==> src/rtl/arm7tdmi_ice_pkg.sv <==
// ============================================================================
// Package : arm7tdmi_ice_pkg
// Desc    : Shared constants, address map and watchpoint config type for chain 2.
// Rev     : 1.0
// ============================================================================
`default_nettype none

package arm7tdmi_ice_pkg;

    localparam int          ICE_CHAIN_LEN = 38;
    localparam logic [3:0]  DCC_VERSION   = 4'h1;

    localparam logic [4:0] ICE_ADDR_DBG_CTRL       = 5'h00;
    localparam logic [4:0] ICE_ADDR_DBG_STATUS     = 5'h01;
    localparam logic [4:0] ICE_ADDR_DCC_CTRL       = 5'h04;
    localparam logic [4:0] ICE_ADDR_DCC_DATA       = 5'h05;
    localparam logic [4:0] ICE_ADDR_WP0_ADDR_VAL   = 5'h08;
    localparam logic [4:0] ICE_ADDR_WP0_ADDR_MASK  = 5'h09;
    localparam logic [4:0] ICE_ADDR_WP0_DATA_VAL   = 5'h0A;
    localparam logic [4:0] ICE_ADDR_WP0_DATA_MASK  = 5'h0B;
    localparam logic [4:0] ICE_ADDR_WP0_CTRL_VAL   = 5'h0C;
    localparam logic [4:0] ICE_ADDR_WP0_CTRL_MASK  = 5'h0D;
    localparam logic [4:0] ICE_ADDR_WP1_ADDR_VAL   = 5'h10;
    localparam logic [4:0] ICE_ADDR_WP1_ADDR_MASK  = 5'h11;
    localparam logic [4:0] ICE_ADDR_WP1_DATA_VAL   = 5'h12;
    localparam logic [4:0] ICE_ADDR_WP1_DATA_MASK  = 5'h13;
    localparam logic [4:0] ICE_ADDR_WP1_CTRL_VAL   = 5'h14;
    localparam logic [4:0] ICE_ADDR_WP1_CTRL_MASK  = 5'h15;

    typedef struct packed {
        logic [7:0]  ctrl_mask;
        logic [8:0]  ctrl_val;
        logic [31:0] data_mask;
        logic [31:0] data_val;
        logic [31:0] addr_mask;
        logic [31:0] addr_val;
    } wp_cfg_t;

    // sel is the low 3 address bits within a watchpoint block; 6 and 7 are holes.
    function automatic logic [31:0] wp_read(input wp_cfg_t c, input logic [2:0] sel);
        logic [31:0] r;
        r = 32'h0;
        case (sel)
            3'd0:    r = c.addr_val;
            3'd1:    r = c.addr_mask;
            3'd2:    r = c.data_val;
            3'd3:    r = c.data_mask;
            3'd4:    r = {23'h0, c.ctrl_val};
            3'd5:    r = {24'h0, c.ctrl_mask};
            default: r = 32'h0;
        endcase
        return r;
    endfunction

    function automatic wp_cfg_t wp_write(input wp_cfg_t c, input logic [2:0] sel,
                                         input logic [31:0] d);
        wp_cfg_t r;
        r = c;
        case (sel)
            3'd0:    r.addr_val  = d;
            3'd1:    r.addr_mask = d;
            3'd2:    r.data_val  = d;
            3'd3:    r.data_mask = d;
            3'd4:    r.ctrl_val  = d[8:0];
            3'd5:    r.ctrl_mask = d[7:0];
            default: r = c;
        endcase
        return r;
    endfunction

endpackage

`default_nettype wire

==> src/rtl/arm7tdmi_ice_chain2_if.sv <==
// ============================================================================
// Interface : arm7tdmi_ice_chain2_if
// Desc      : Core-side debug comms channel handshake bundle.
// Rev       : 1.0
// ============================================================================
`default_nettype none

interface arm7tdmi_ice_chain2_if;
    logic        core_dcc_wr_valid;
    logic [31:0] core_dcc_wdata;
    logic        core_dcc_wr_ready;
    logic        core_dcc_rd_valid;
    logic [31:0] core_dcc_rdata;
    logic        core_dcc_rd;

    modport master (
        output core_dcc_wr_valid, core_dcc_wdata, core_dcc_rd,
        input  core_dcc_wr_ready, core_dcc_rd_valid, core_dcc_rdata
    );

    modport slave (
        input  core_dcc_wr_valid, core_dcc_wdata, core_dcc_rd,
        output core_dcc_wr_ready, core_dcc_rd_valid, core_dcc_rdata
    );
endinterface

`default_nettype wire

==> src/rtl/arm7tdmi_ice_dcc.sv <==
// ============================================================================
// Module : arm7tdmi_ice_dcc
// Desc   : Debug comms channel flags and data registers for both directions.
// Rev    : 1.0
// ============================================================================
`default_nettype none

module arm7tdmi_ice_dcc (
    input  wire logic        tck,
    input  wire logic        trst_n,
    input  wire logic        i_host_wr,
    input  wire logic [31:0] i_host_wdata,
    input  wire logic        i_host_rd,
    arm7tdmi_ice_chain2_if.slave dcc,
    output logic             o_r_flag,
    output logic             o_w_flag,
    output logic [31:0]      o_c2h
);
    logic        r_r;
    logic        r_w;
    logic [31:0] r_h2c;
    logic [31:0] r_c2h;
    logic        w_core_wr;

    assign w_core_wr = dcc.core_dcc_wr_valid & ~r_w;

    // A host write beats a same-edge core read; a core write beats a same-edge capture clear.
    always_ff @(posedge tck or negedge trst_n) begin
        if (!trst_n) begin
            r_r   <= 1'b0;
            r_w   <= 1'b0;
            r_h2c <= 32'h0;
            r_c2h <= 32'h0;
        end else begin
            if (i_host_wr) begin
                r_r   <= 1'b1;
                r_h2c <= i_host_wdata;
            end else if (dcc.core_dcc_rd) begin
                r_r   <= 1'b0;
            end

            if (w_core_wr) begin
                r_w   <= 1'b1;
                r_c2h <= dcc.core_dcc_wdata;
            end else if (i_host_rd) begin
                r_w   <= 1'b0;
            end
        end
    end

    assign dcc.core_dcc_wr_ready = ~r_w;
    assign dcc.core_dcc_rd_valid = r_r;
    assign dcc.core_dcc_rdata    = r_h2c;
    assign o_r_flag              = r_r;
    assign o_w_flag              = r_w;
    assign o_c2h                 = r_c2h;

endmodule

`default_nettype wire

==> src/rtl/arm7tdmi_ice_chain2.sv <==
// ============================================================================
// Module : arm7tdmi_ice_chain2
// Desc   : EmbeddedICE scan chain 2: 38-bit DR with addressed register file.
// Rev    : 1.0
// ============================================================================
`default_nettype none

module arm7tdmi_ice_chain2 #(
    parameter int         CHAIN_LEN   = arm7tdmi_ice_pkg::ICE_CHAIN_LEN,
    parameter logic [3:0] DCC_VERSION = arm7tdmi_ice_pkg::DCC_VERSION
) (
    input  wire logic         tck,
    input  wire logic         trst_n,
    input  wire logic         tdi,
    input  wire logic         ice_select,
    input  wire logic         capture_dr,
    input  wire logic         shift_dr,
    input  wire logic         update_dr,
    output logic              ice_tdo,
    input  wire logic [4:0]   dbg_status_in,
    output logic              dbgrq_o,
    output logic              dbgack_force_o,
    output logic              intdis_o,
    arm7tdmi_ice_chain2_if.slave dcc,
    output logic [144:0]      wp0_cfg_o,
    output logic [144:0]      wp1_cfg_o
);
    import arm7tdmi_ice_pkg::*;

    logic [CHAIN_LEN-1:0] r_sr;
    logic [4:0]           r_rd_addr;
    logic [2:0]           r_dbg_ctrl;
    wp_cfg_t              r_wp0;
    wp_cfg_t              r_wp1;

    logic        w_cap;
    logic        w_shift;
    logic        w_upd;
    logic        w_upd_wr;
    logic [4:0]  w_upd_addr;
    logic [31:0] w_upd_data;
    logic [31:0] w_rd_data;
    logic        w_r_flag;
    logic        w_w_flag;
    logic [31:0] w_c2h;

    assign w_cap      = ice_select & capture_dr;
    assign w_shift    = ice_select & shift_dr;
    assign w_upd      = ice_select & update_dr;
    assign w_upd_wr   = r_sr[CHAIN_LEN-1];
    assign w_upd_addr = r_sr[CHAIN_LEN-2 -: 5];
    assign w_upd_data = r_sr[31:0];

    arm7tdmi_ice_dcc u_dcc (
        .tck          (tck),
        .trst_n       (trst_n),
        .i_host_wr    (w_upd & w_upd_wr & (w_upd_addr == ICE_ADDR_DCC_DATA)),
        .i_host_wdata (w_upd_data),
        .i_host_rd    (w_cap & (r_rd_addr == ICE_ADDR_DCC_DATA)),
        .dcc          (dcc),
        .o_r_flag     (w_r_flag),
        .o_w_flag     (w_w_flag),
        .o_c2h        (w_c2h)
    );

    always_comb begin
        w_rd_data = 32'h0;
        case (r_rd_addr)
            ICE_ADDR_DBG_CTRL:   w_rd_data = {29'h0, r_dbg_ctrl};
            ICE_ADDR_DBG_STATUS: w_rd_data = {27'h0, dbg_status_in};
            ICE_ADDR_DCC_CTRL:   w_rd_data = {DCC_VERSION, 26'h0, w_w_flag, w_r_flag};
            ICE_ADDR_DCC_DATA:   w_rd_data = w_c2h;
            default: begin
                if (r_rd_addr[4:3] == 2'b01)
                    w_rd_data = wp_read(r_wp0, r_rd_addr[2:0]);
                else if (r_rd_addr[4:3] == 2'b10)
                    w_rd_data = wp_read(r_wp1, r_rd_addr[2:0]);
            end
        endcase
    end

    // Update with R/W=0 only retargets the next capture; the data field is discarded.
    always_ff @(posedge tck or negedge trst_n) begin
        if (!trst_n) begin
            r_sr       <= '0;
            r_rd_addr  <= 5'h0;
            r_dbg_ctrl <= 3'h0;
            r_wp0      <= '0;
            r_wp1      <= '0;
        end else begin
            if (w_cap)
                r_sr <= {{(CHAIN_LEN-32){1'b0}}, w_rd_data};
            else if (w_shift)
                r_sr <= {tdi, r_sr[CHAIN_LEN-1:1]};

            if (w_upd) begin
                if (w_upd_wr) begin
                    if (w_upd_addr == ICE_ADDR_DBG_CTRL)
                        r_dbg_ctrl <= w_upd_data[2:0];
                    if (w_upd_addr[4:3] == 2'b01)
                        r_wp0 <= wp_write(r_wp0, w_upd_addr[2:0], w_upd_data);
                    if (w_upd_addr[4:3] == 2'b10)
                        r_wp1 <= wp_write(r_wp1, w_upd_addr[2:0], w_upd_data);
                end else begin
                    r_rd_addr <= w_upd_addr;
                end
            end
        end
    end

    assign ice_tdo        = r_sr[0];
    assign dbgack_force_o = r_dbg_ctrl[0];
    assign dbgrq_o        = r_dbg_ctrl[1];
    assign intdis_o       = r_dbg_ctrl[2];
    assign wp0_cfg_o      = r_wp0;
    assign wp1_cfg_o      = r_wp1;

endmodule

`default_nettype wire

==> src/flat_wrapper.sv <==
// flat-port wrapper written by rule: the top's interface ports become plain ports
module arm7tdmi_ice_chain2_flat import arm7tdmi_ice_pkg::*;
#(
    parameter int         CHAIN_LEN   = arm7tdmi_ice_pkg::ICE_CHAIN_LEN,
    parameter logic [3:0] DCC_VERSION = arm7tdmi_ice_pkg::DCC_VERSION
)
  (tck, trst_n, tdi, ice_select, capture_dr, shift_dr, update_dr, ice_tdo, dbg_status_in, dbgrq_o, dbgack_force_o, intdis_o, wp0_cfg_o, wp1_cfg_o, dcc_core_dcc_wr_valid, dcc_core_dcc_wdata, dcc_core_dcc_rd, dcc_core_dcc_wr_ready, dcc_core_dcc_rd_valid, dcc_core_dcc_rdata);
  arm7tdmi_ice_chain2_if dcc_i ();
  input  wire logic tck;
  input  wire logic trst_n;
  input  wire logic tdi;
  input  wire logic ice_select;
  input  wire logic capture_dr;
  input  wire logic shift_dr;
  input  wire logic update_dr;
  output logic ice_tdo;
  input  wire logic [4:0] dbg_status_in;
  output logic dbgrq_o;
  output logic dbgack_force_o;
  output logic intdis_o;
  output logic [144:0] wp0_cfg_o;
  output logic [144:0] wp1_cfg_o;
  input wire logic [$bits(dcc_i.core_dcc_wr_valid)-1:0] dcc_core_dcc_wr_valid;
  input wire logic [$bits(dcc_i.core_dcc_wdata)-1:0] dcc_core_dcc_wdata;
  input wire logic [$bits(dcc_i.core_dcc_rd)-1:0] dcc_core_dcc_rd;
  output wire logic [$bits(dcc_i.core_dcc_wr_ready)-1:0] dcc_core_dcc_wr_ready;
  output wire logic [$bits(dcc_i.core_dcc_rd_valid)-1:0] dcc_core_dcc_rd_valid;
  output wire logic [$bits(dcc_i.core_dcc_rdata)-1:0] dcc_core_dcc_rdata;
  assign dcc_i.core_dcc_wr_valid = dcc_core_dcc_wr_valid;
  assign dcc_i.core_dcc_wdata = dcc_core_dcc_wdata;
  assign dcc_i.core_dcc_rd = dcc_core_dcc_rd;
  assign dcc_core_dcc_wr_ready = dcc_i.core_dcc_wr_ready;
  assign dcc_core_dcc_rd_valid = dcc_i.core_dcc_rd_valid;
  assign dcc_core_dcc_rdata = dcc_i.core_dcc_rdata;
  arm7tdmi_ice_chain2 #(.CHAIN_LEN(CHAIN_LEN), .DCC_VERSION(DCC_VERSION)) u_core (.tck(tck), .trst_n(trst_n), .tdi(tdi), .ice_select(ice_select), .capture_dr(capture_dr), .shift_dr(shift_dr), .update_dr(update_dr), .ice_tdo(ice_tdo), .dbg_status_in(dbg_status_in), .dbgrq_o(dbgrq_o), .dbgack_force_o(dbgack_force_o), .intdis_o(intdis_o), .dcc(dcc_i), .wp0_cfg_o(wp0_cfg_o), .wp1_cfg_o(wp1_cfg_o));
endmodule
==> config.mk <==
export PLATFORM = sky130hd
export DESIGN_NAME = arm7tdmi_ice_chain2_flat
export DESIGN_NICKNAME = d
export VERILOG_FILES = /design/src/rtl/arm7tdmi_ice_pkg.sv /design/src/rtl/arm7tdmi_ice_chain2_if.sv /design/src/rtl/arm7tdmi_ice_dcc.sv /design/src/rtl/arm7tdmi_ice_chain2.sv /design/src/flat_wrapper.sv
export SDC_FILE = /design/constraint.sdc
export NUM_CORES = 1
export LEC_CHECK = 0
export ABC_AREA = 1
export ABC_CLOCK_PERIOD_IN_PS = 2600
export CORE_MARGIN = 3
export CORE_UTILIZATION = 49
export DETAILED_ROUTE_END_ITERATION = 10
export GPL_ROUTABILITY_DRIVEN = 0
export PLACE_DENSITY = 0.85
export SLEW_MARGIN = 20
export SYNTH_ARGS = -nofsm -noshare
export SYNTH_HDL_FRONTEND = slang
export SYNTH_SLANG_ARGS = --single-unit
==> constraint.sdc <==
create_clock -name tck -period 2.6 [get_ports tck]
set_clock_uncertainty 0.15 [all_clocks]
set_input_delay 0.26 -clock tck [delete_from_list [all_inputs] [get_ports tck]]
set_output_delay 0.26 -clock tck [all_outputs]
set_load 0.02 [all_outputs]
After elaboration in Yosys (flattened, before gate mapping):

Index checks and enable logic that the tools add are counted.

* output and inout bits: 328
* bits in registers: 402
* bits of input ports: 46
* logic and storage cells: 78

* equal/unequal tests: 18
* bitwise operators: 9
* reductions and logical operators: 21
* multiplexer cells: 11

Operators with widths (number)
* $pmux 32 s6: 2
* $pmux 32 s4: 1
* $mux 38: 2
* $mux 32: 2
* $reduce_and 4->1: 12
* $eq 5x3->1 const B: 3
* $eq 3x2->1 const B: 4
* $eq 3x3->1 const B: 4
* $logic_not 5->1: 2
* $and 1x1->1: 7
* $eq 3x1->1 const B: 2
* $logic_not 3->1: 2
* $reduce_bool 2->1: 3
* $eq 5x1->1 const B: 1
* $eq 2x1->1 const B: 2
* $eq 2x2->1 const B: 2
* $mux 1: 4
* $reduce_and 3->1: 1
* $not 1->1: 2
* $reduce_and 2->1: 1

Longest topological paths before layout:

Gate-level depths: netlist of run 1.

* depth after elaboration: 6
* gate-level depth with buffers: 13
* gate-level depth less buffers: 11

By module:

Synthesis of run 1 repeated with hierarchy kept, for this count alone.

* cells, all modules: 2159
* area total of the unflattened synthesis: 17689.5 um^2

Modules (own cells, without submodules)
* arm7tdmi_ice_chain2: sequential area each 8408.1 um^2, cells each 1877, times used 1, area each 15104.5 um^2
* arm7tdmi_ice_dcc: sequential area each 1651.6 um^2, cells each 282, times used 1, area each 2585.0 um^2

Worst setup path after synthesis of run 1:

Ideal clock, no wire load.

* path type: reg-to-reg
* start point: register u_core.r_rd_addr[2]
* end point: register u_core.r_sr[6]
* stages on the path, launching flop included: 14
* buffers on the path: 2
* path slack: 0.915 ns
* arrival: 1.458 ns
* required time: 2.373 ns
* setup time: 0.077 ns
* period minus slack after synthesis: 1.685 ns
* path through: dfrtp_1 > buf_4 > inv_4 > nand2_2 > nor2_4 > buf_2 > nand2_1 > nand2_1 > nor2_1 > nand2_1 > nand2_1 > nand2_1 > nand2_1 > a21oi_1

* cells in the longest elaborated chain, start to end: 6
* elaborated cells on any way between the ends: 16
* classes of those cells: eq/ne: 8; mux: 6; reduce/logical: 2

Ends and longest elaborated chain
* start: declaration: line arm7tdmi_ice_chain2.sv:31 `logic [4:0] r_rd_addr;`
* start signal: assignment: line arm7tdmi_ice_chain2.sv:105 `r_rd_addr <= w_upd_addr;`
* $eq 3x3->1 (tied with other cells): line arm7tdmi_ice_pkg.sv:43 `case (sel)`
* $pmux 32 s6: line arm7tdmi_ice_pkg.sv:43
* $mux 32: line arm7tdmi_ice_chain2.sv:76 `else if (r_rd_addr[4:3] == 2'b10)`
* $mux 32: line arm7tdmi_ice_chain2.sv:74 `if (r_rd_addr[4:3] == 2'b01)`
* $pmux 32 s4 (*): line arm7tdmi_ice_chain2.sv:68 `case (r_rd_addr)`
* $mux 38 (*): line arm7tdmi_ice_chain2.sv:91 `if (w_cap)`
* end signal: assignment: line arm7tdmi_ice_chain2.sv:92 `r_sr <= {{(CHAIN_LEN-32){1'b0}}, w_rd_data};`
* end signal: assignment: line arm7tdmi_ice_chain2.sv:94 `r_sr <= {tdi, r_sr[CHAIN_LEN-1:1]};`
* end: declaration: line arm7tdmi_ice_chain2.sv:30 `logic [CHAIN_LEN-1:0] r_sr;`

Every way passes the cells marked *; elsewhere a longest branch is shown, timed or not.
A chain may end at the register's enable or synchronous reset.

Final worst setup path of run 1:

* start point: register u_core.r_rd_addr[1]
* end point: register u_core.r_sr[6]

Same word-level chain as after synthesis.

==> flow_summary_export.csv, run 1 <==
group,metric,value,unit
floorplan,core-area,0.03480,mm2
setup_path,crit_path_frequent_cell,"nand2_1",
synth,synth_cell_type_count,25,
placement,hpwl,39930,um
global_route,grt_max_degree,82,
clock_tree,tritoncts,"yes",
synth,synth_nets,2097,
global_route,grt_pass1_vias,16784,
setup_path,worstPathRequired,2.90,ns
setup_path,cp_num_buf_inv,3,
setup_path,path_class,"reg2reg",
layout,area_growth,33.04,%
floorplan,rows,68,
global_route,grt_first_pass_wirelength,93260,um
detailed_routing,firstDrtPassIters,6,
sta,finalSetupViolCount,0,
floorplan,fp.dieW,194.8,um
floorplan,ios,374,
clock_tree,clock-sinks,402,
layout,final_nets,2441,
clock_tree,clkTransAtPathRegs,0.06,ns
run_status,status,"complete, no violations",
clock_tree,cts_resized,0,
global_route,antenna_found_initial,1,
pwr,peakVddDrop,0.6098,mV
placement,io_buffers,373,
setup_path,slowest_delay,0.47,ns
clock_tree,cts-root-buf,"clkbuf_16",
sta,tightestPinTransition,0.7361,ns
global_route,grt_usage,30.70,%
clock_tree,cts_buffer_depth,3,
layout,final.fill_count,2640,
synth,ys.flop_type,"dfrtp_1",
pwr,p_sw_share,33.46,%
floorplan,dieArea,0.03794,mm2
layout,post-route-util,66.76,%
synth,async_flop_share,100.0,%
detailed_routing,drtIter0Drc,1679,
pwr,p_leak,10.46,nW
pwr,combPwrFrac,27.7,%
pwr,power_frac_seq,40.8,%
detailed_routing,wl_met3,6999,um
worst_hold_path,hold_path_class,"in2async",
setup_path,timing.rr.start,"u_core.r_rd_addr[1]",
detailed_routing,vias,16738,
setup_path,crit_path_start_kind,"flip-flop",
pwr,power.density,866.8,mW/mm2
synth,ys_ff_latch,402,
setup_path,cp_max_fo,30,
sta,relSlewSlack,50.93,%
detailed_routing,drc,0,
clock_tree,cts_made_buffers,43,
detailed_routing,avgViaCountPerCell,5.806,
clock_tree,cts_max_level,2,
sta,period_share,86.34,%
setup_path,rrSetupSlack,0.36,ns
sta,fin_crit,2.245,ns
synth,ys_top_cells_by_count,"nand2_1, dfrtp_1, o21ai_0",
synth,syn-mean-instance-area,8.514,um2
sta,clock.fmax,445.5,MHz
sta,finalSetupTns,0,ns
layout,drive_gt1_share,7.458,%
floorplan,fp.dieH,194.8,um
synth,synth_top_area_share,57.61,%
layout,layout.area.seq,0.01006,mm2
sta,hold_viol,0,
pwr,clkPwrFrac,31.5,%
setup_path,slowest_stage,"dfrtp_1",
setup_path,critPathTopFamily,"buffers and inverters",
clock_tree,worstSkewPairLatency,0.53,ns
setup_path,reg2reg_depth,8,
detailed_routing,wl_met1,22330,um
detailed_routing,wl,59970,um
detailed_routing,highest_layer,"met4",
synth,syn_area,0.01746,mm2
floorplan,initial_core_util,50.18,%
job,cap_violations,0,
synth,synth_warnings,0,
layout,multi_input_area,0.006629,mm2
synth,synthCells,2051,
synth,synth_most_common_cell,"nand2_1",
detailed_routing,final_antenna_net_count,0,
setup_path,cp-end-kind,"flip-flop",
synth,synth_area_leaders,"dfrtp_1, nand2_1, o21ai_0",
synth,synth_top_cell_by_area,"dfrtp_1",
setup_path,worstPathArrival,2.55,ns
sta,rsz0062_at_grt,"false",
setup_path,reg2reg_to,"u_core.r_sr[6]",
detailed_routing,wl_met2,28200,um
pwr,intPower,13.40,mW
synth,synth_edf_count,0,
pwr,p_switching,6.737,mW
global_route,grt-ovfl-total,0,
synth,ys_seq_area_share,57.61,%
sta,maxSlewViolCount,0,
detailed_routing,wire_per_inst,20.80,um
setup_path,path_cells,"inv_4, nand2_1, nor3_4, buf_4, nand2_1, o211ai_1, inv_1, a21oi_1",
[per-stage QoR]
step / area, um2 / total power, mW / instances / hold WS (ns) / setup WS (ns)
4_1_cts: 23230 / 20.15 / 2882 / 0.1108 / 0.3582
6_report: 23230 / 20.14 / 2883 / 0.1128 / 0.3553
5_1_grt: 23230 / 20.97 / 2882 / 0.1263 / 0.2156
3_3_place_gp: 21760 / 13.62 / 2804 / 0.06643 / 0.2933
2_1_floorplan: 17460 / 11.03 / 2051 / -0.1856 / 0.9149
3_5_place_dp: 21760 / 13.78 / 2804 / 0.06509 / 0.1987
[registers in the layout, summed over array words and instances, names as in the netlist]
register / cells
u_core.wp0_cfg_o: 145
u_core.wp1_cfg_o: 145
u_core.r_sr: 38
u_core.u_dcc.dcc.core_dcc_rdata: 32
u_core.u_dcc.o_c2h: 32
u_core.r_rd_addr: 5
u_core.r_dbg_ctrl: 3
u_core.u_dcc.dcc.core_dcc_rd_valid: 1
u_core.u_dcc.o_w_flag: 1
[logic make-up (layout without fill, tap and decap cells)]
family	Yosys count	in the layout	synth area share (%)
AND/OR/NAND/NOR	1003	1003	23.37
multiplexers	32	32	2.064
other	0	1	0
buffers and inverters	198	574	4.657
flip-flops	402	402	57.61
AO/OA/AOI/OAI	416	416	12.30
[cell type report]
| type | count | area share [%] |
|---|---|---|
| Antenna cell | 1 | 0.01077 |
| Clock buffer | 62 | 5.424 |
| Clock inverter | 15 | 0.8617 |
| Inverter | 71 | 1.169 |
| Multi-Input combinational cell | 1451 | 28.53 |
| Sequential cell | 402 | 43.30 |
| Tap cell | 455 | 2.451 |
| Timing Repair Buffer | 426 | 18.25 |
[power groups by stage]
stage / Combinational (mW) / Sequential (mW) / Clock, mW
after detailed placement: 5.51 / 8.27 / 0
after global placement: 5.38 / 8.24 / 0
after CTS: 5.56 / 8.19 / 6.40
after floorplan: 2.13 / 8.90 / 0
after global routing: 6.00 / 8.32 / 6.64
final: 5.58 / 8.21 / 6.34
[how the worst max path moves through the flow]
stage | from | to | cells past startpoint
after global placement | capture_dr | u_core.r_sr[6] | 8
after detailed placement | capture_dr | u_core.r_sr[6] | 8
final | u_core.r_rd_addr[1] | u_core.r_sr[6] | 8
after global routing | u_core.r_rd_addr[1] | u_core.r_sr[6] | 10
after floorplan | u_core.r_rd_addr[2] | u_core.r_sr[6] | 13
after CTS | u_core.r_rd_addr[2] | u_core.r_sr[24] | 10
[cells in the final DEF (no fill, tap or decap), types with 32 or more instances in the layout]
cell and instances:
nand3_1 49, inv_1 67, clkdlybuf4s50_1 372, dfrtp_1 402
nor2_1 84, o21ai_0 327, nand4_1 62, clkbuf_16 45
nand2_1 780, a21oi_1 46, buf_4 44, mux2_2 32
[routing by layer]
layer | vias to the layer above | track usage (%)
li1 | 7404 | -
met1 | 8052 | 39.56
met2 | 1086 | 50.31
met3 | 196 | 7.766
met4 | 0 | 11.86
met5 | - | 0
[timing repair]
action	CTS	global route
setup buffers	0	0
hold buffers	1	0
hold endpoints to repair	279	0
(Power assumes the default switching activity.)
==> inputs of run 2 (changes only) <==
--- a/config.mk
+++ b/config.mk
@@ -12,6 +12,7 @@
 export DETAILED_ROUTE_END_ITERATION = 10
 export GPL_ROUTABILITY_DRIVEN = 0
 export PLACE_DENSITY = 0.85
+export SETUP_SLACK_MARGIN = 0.02
 export SLEW_MARGIN = 20
 export SYNTH_ARGS = -nofsm -noshare
 export SYNTH_HDL_FRONTEND = slang
==> constraint.sdc (replaced) <==
create_clock -name tck -period 2.6 [get_ports tck]
set_clock_uncertainty 0.15 [all_clocks]
set_input_delay 0.26 -clock tck [delete_from_list [all_inputs] [get_ports tck]]
set_output_delay 0.26 -clock tck [all_outputs]
set_load 0.005 [all_outputs]
==> results of run 2 <==
The final DEF is identical to that of run 1. Status: complete, no violations.
Among the figures that moved: total power 20.14 mW -> 19.31 mW; worst IR drop on VDD 0.6098 mV -> 0.5636 mV
==> inputs of run 3 (changes only) <==
--- a/config.mk
+++ b/config.mk
@@ -9,6 +9,7 @@
 export ABC_CLOCK_PERIOD_IN_PS = 2600
 export CORE_MARGIN = 3
 export CORE_UTILIZATION = 49
+export CTS_CLUSTER_DIAMETER = 60
 export DETAILED_ROUTE_END_ITERATION = 10
 export GPL_ROUTABILITY_DRIVEN = 0
 export PLACE_DENSITY = 0.85
==> run 3 against run 2 <==
Critical endpoint is now u_core.r_sr[24]. First-iteration DRC count is 6.9% lower. Routed wire length is 0.15% higher. Sequential share of layout area is 0.070 points higher.
==> flow_summary_export.csv, run 3 (synthesized netlist as in run 1, its figures left out) <==
group,metric,value,unit
run_status,status,"complete, no violations",
clock_tree,cts_made_buffers,43,
setup_path,path_cells,"inv_4, nand2_2, nor2_4, buf_4, nand2_1, nand4_1, nand2_1, nand2_1, nand2_1, a21oi_1",
detailed_routing,final_antenna_net_count,0,
layout,area_growth,32.82,%
global_route,grt_max_degree,82,
floorplan,rows,68,
sta,finalSetupTns,0,ns
pwr,power.density,825.6,mW/mm2
sta,period_share,86.03,%
worst_hold_path,hold_path_class,"in2async",
sta,rsz0062_at_grt,"false",
clock_tree,cts_max_level,2,
layout,multi_input_area,0.006629,mm2
job,cap_violations,0,
layout,final.fill_count,2645,
floorplan,fp.dieH,194.8,um
layout,layout.area.seq,0.01006,mm2
layout,final_nets,2441,
clock_tree,cts_buffer_depth,3,
global_route,grt_first_pass_wirelength,93350,um
setup_path,slowest_delay,0.42,ns
placement,dpl.cell_count,2804,
setup_path,slowest_stage,"buf_4",
placement,io_buffers,373,
pwr,peakVddDrop,0.4894,mV
setup_path,cp_max_fo,32,
sta,tightestPinTransition,0.7375,ns
sta,hold_viol,0,
clock_tree,tritoncts,"yes",
clock_tree,clkTransAtPathRegs,0.06,ns
setup_path,worstPathArrival,2.53,ns
sta,clock.fmax,447.1,MHz
setup_path,path_class,"reg2reg",
layout,drive_gt1_share,7.375,%
clock_tree,worstSkewPairLatency,0.53,ns
pwr,p_leak,10.44,nW
global_route,antenna_found_initial,1,
detailed_routing,wl,60060,um
setup_path,worstPathRequired,2.89,ns
floorplan,dieArea,0.03794,mm2
setup_path,crit_path_frequent_cell,"nand2_1",
detailed_routing,wire_per_inst,20.83,um
detailed_routing,vias,16808,
global_route,grt-ovfl-total,0,
clock_tree,cts-root-buf,"clkbuf_16",
floorplan,initial_core_util,50.18,%
sta,hold_ws,0.1138,ns
layout,finalNonFillerCells,2883,
sta,maxSlewViolCount,0,
floorplan,fp.dieW,194.8,um
layout,final_common_cell,"nand2_1",
global_route,grt_usage,30.73,%
sta,finalSetupViolCount,0,
sta,fin_crit,2.237,ns
floorplan,core-area,0.03480,mm2
detailed_routing,drtIter0Drc,1563,
setup_path,reg2reg_depth,10,
sta,relSlewSlack,50.83,%
layout,final_cell_mix,"nand2_1, dfrtp_1, clkdlybuf4s50_1",
setup_path,crit_path_start_kind,"flip-flop",
setup_path,cp-end-kind,"flip-flop",
placement,hpwl,39930,um
detailed_routing,avgViaCountPerCell,5.830,
clock_tree,clock-sinks,402,
detailed_routing,drc,0,
floorplan,ios,374,
global_route,grt_pass1_vias,16767,
detailed_routing,firstDrtPassIters,6,
[run 3: cell count changes in the layout (fill, tap and decap cells not counted), sizes merged]
cell    previous run  this run
clkbuf            62        65
inv               71        72
bufinv             5         3
clkinv            10         8
[run 3: worst max-delay path: cells and delay by family (launching register included)]
family                 cells  cell delay [ns]
buffers and inverters      2             0.63
flip-flops                 1             0.41
AND/OR/NAND/NOR            7             0.79
AO/OA/AOI/OAI              1             0.14
[run 3: final cells by class]
type / count / share of cell area [%]
multi-input cells: 1451 / 28.58
well taps: 455 / 2.455
diodes: 1 / 0.01079
inverters: 71 / 1.171
flip-flops and latches: 402 / 43.37
clock inverters: 12 / 0.6096
clock buffers: 65 / 5.524
repair buffers: 426 / 18.28
[run 3: per-stage QoR]
step / util [%] / setup slack (ns) / instance area (um2) / power, mW
6_report: 66.65 / 0.3633 / 23190 / 19.15
3_5_place_dp: 62.53 / 0.1987 / 21760 / 12.96
5_1_grt: 66.64 / 0.2156 / 23190 / 19.99
3_3_place_gp: 62.53 / 0.2933 / 21760 / 12.79
2_1_floorplan: - / 0.9182 / 17460 / 10.24
4_1_cts: 66.64 / 0.3591 / 23190 / 19.16
[run 3: per-layer routing]
metal / wire [um] / track usage [%]
met1: 22680 / 39.66
met2: 28250 / 50.26
met3: 6672 / 7.835
met4: 2463 / 11.88
met5: 0 / 0
[run 3: path summary, 6_finish.rpt]
path,start,endpoint,slack (ns)
max,u_core.r_rd_addr[2],u_core.r_sr[24],0.36
min,trst_n,u_core.wp0_cfg_o[0],0.11
max reg2reg,u_core.r_rd_addr[2],u_core.r_sr[24],0.36
min reg2reg,u_core.u_dcc.dcc.core_dcc_rdata[16],u_core.u_dcc.dcc.core_dcc_rdata[16],0.33
max in group asynchronous,trst_n,u_core.wp1_cfg_o[28],1.36
min in group tck,dcc_core_dcc_rd,u_core.u_dcc.dcc.core_dcc_rd_valid,0.15
[run 3: timing repair]
item | in CTS | in global routing
resized for setup | 0 | 0
hold buffers | 1 | 0
setup buffers | 0 | 0
endpoints found under the hold margin | 257 | 0
[run 3: power by group]
group	internal, mW	total [mW]	switching (mW)
combinational	2.21	4.76	2.55
sequential	7.32	8.22	0.894
clock	3.70	6.17	2.47
total	13.2	19.1	5.92
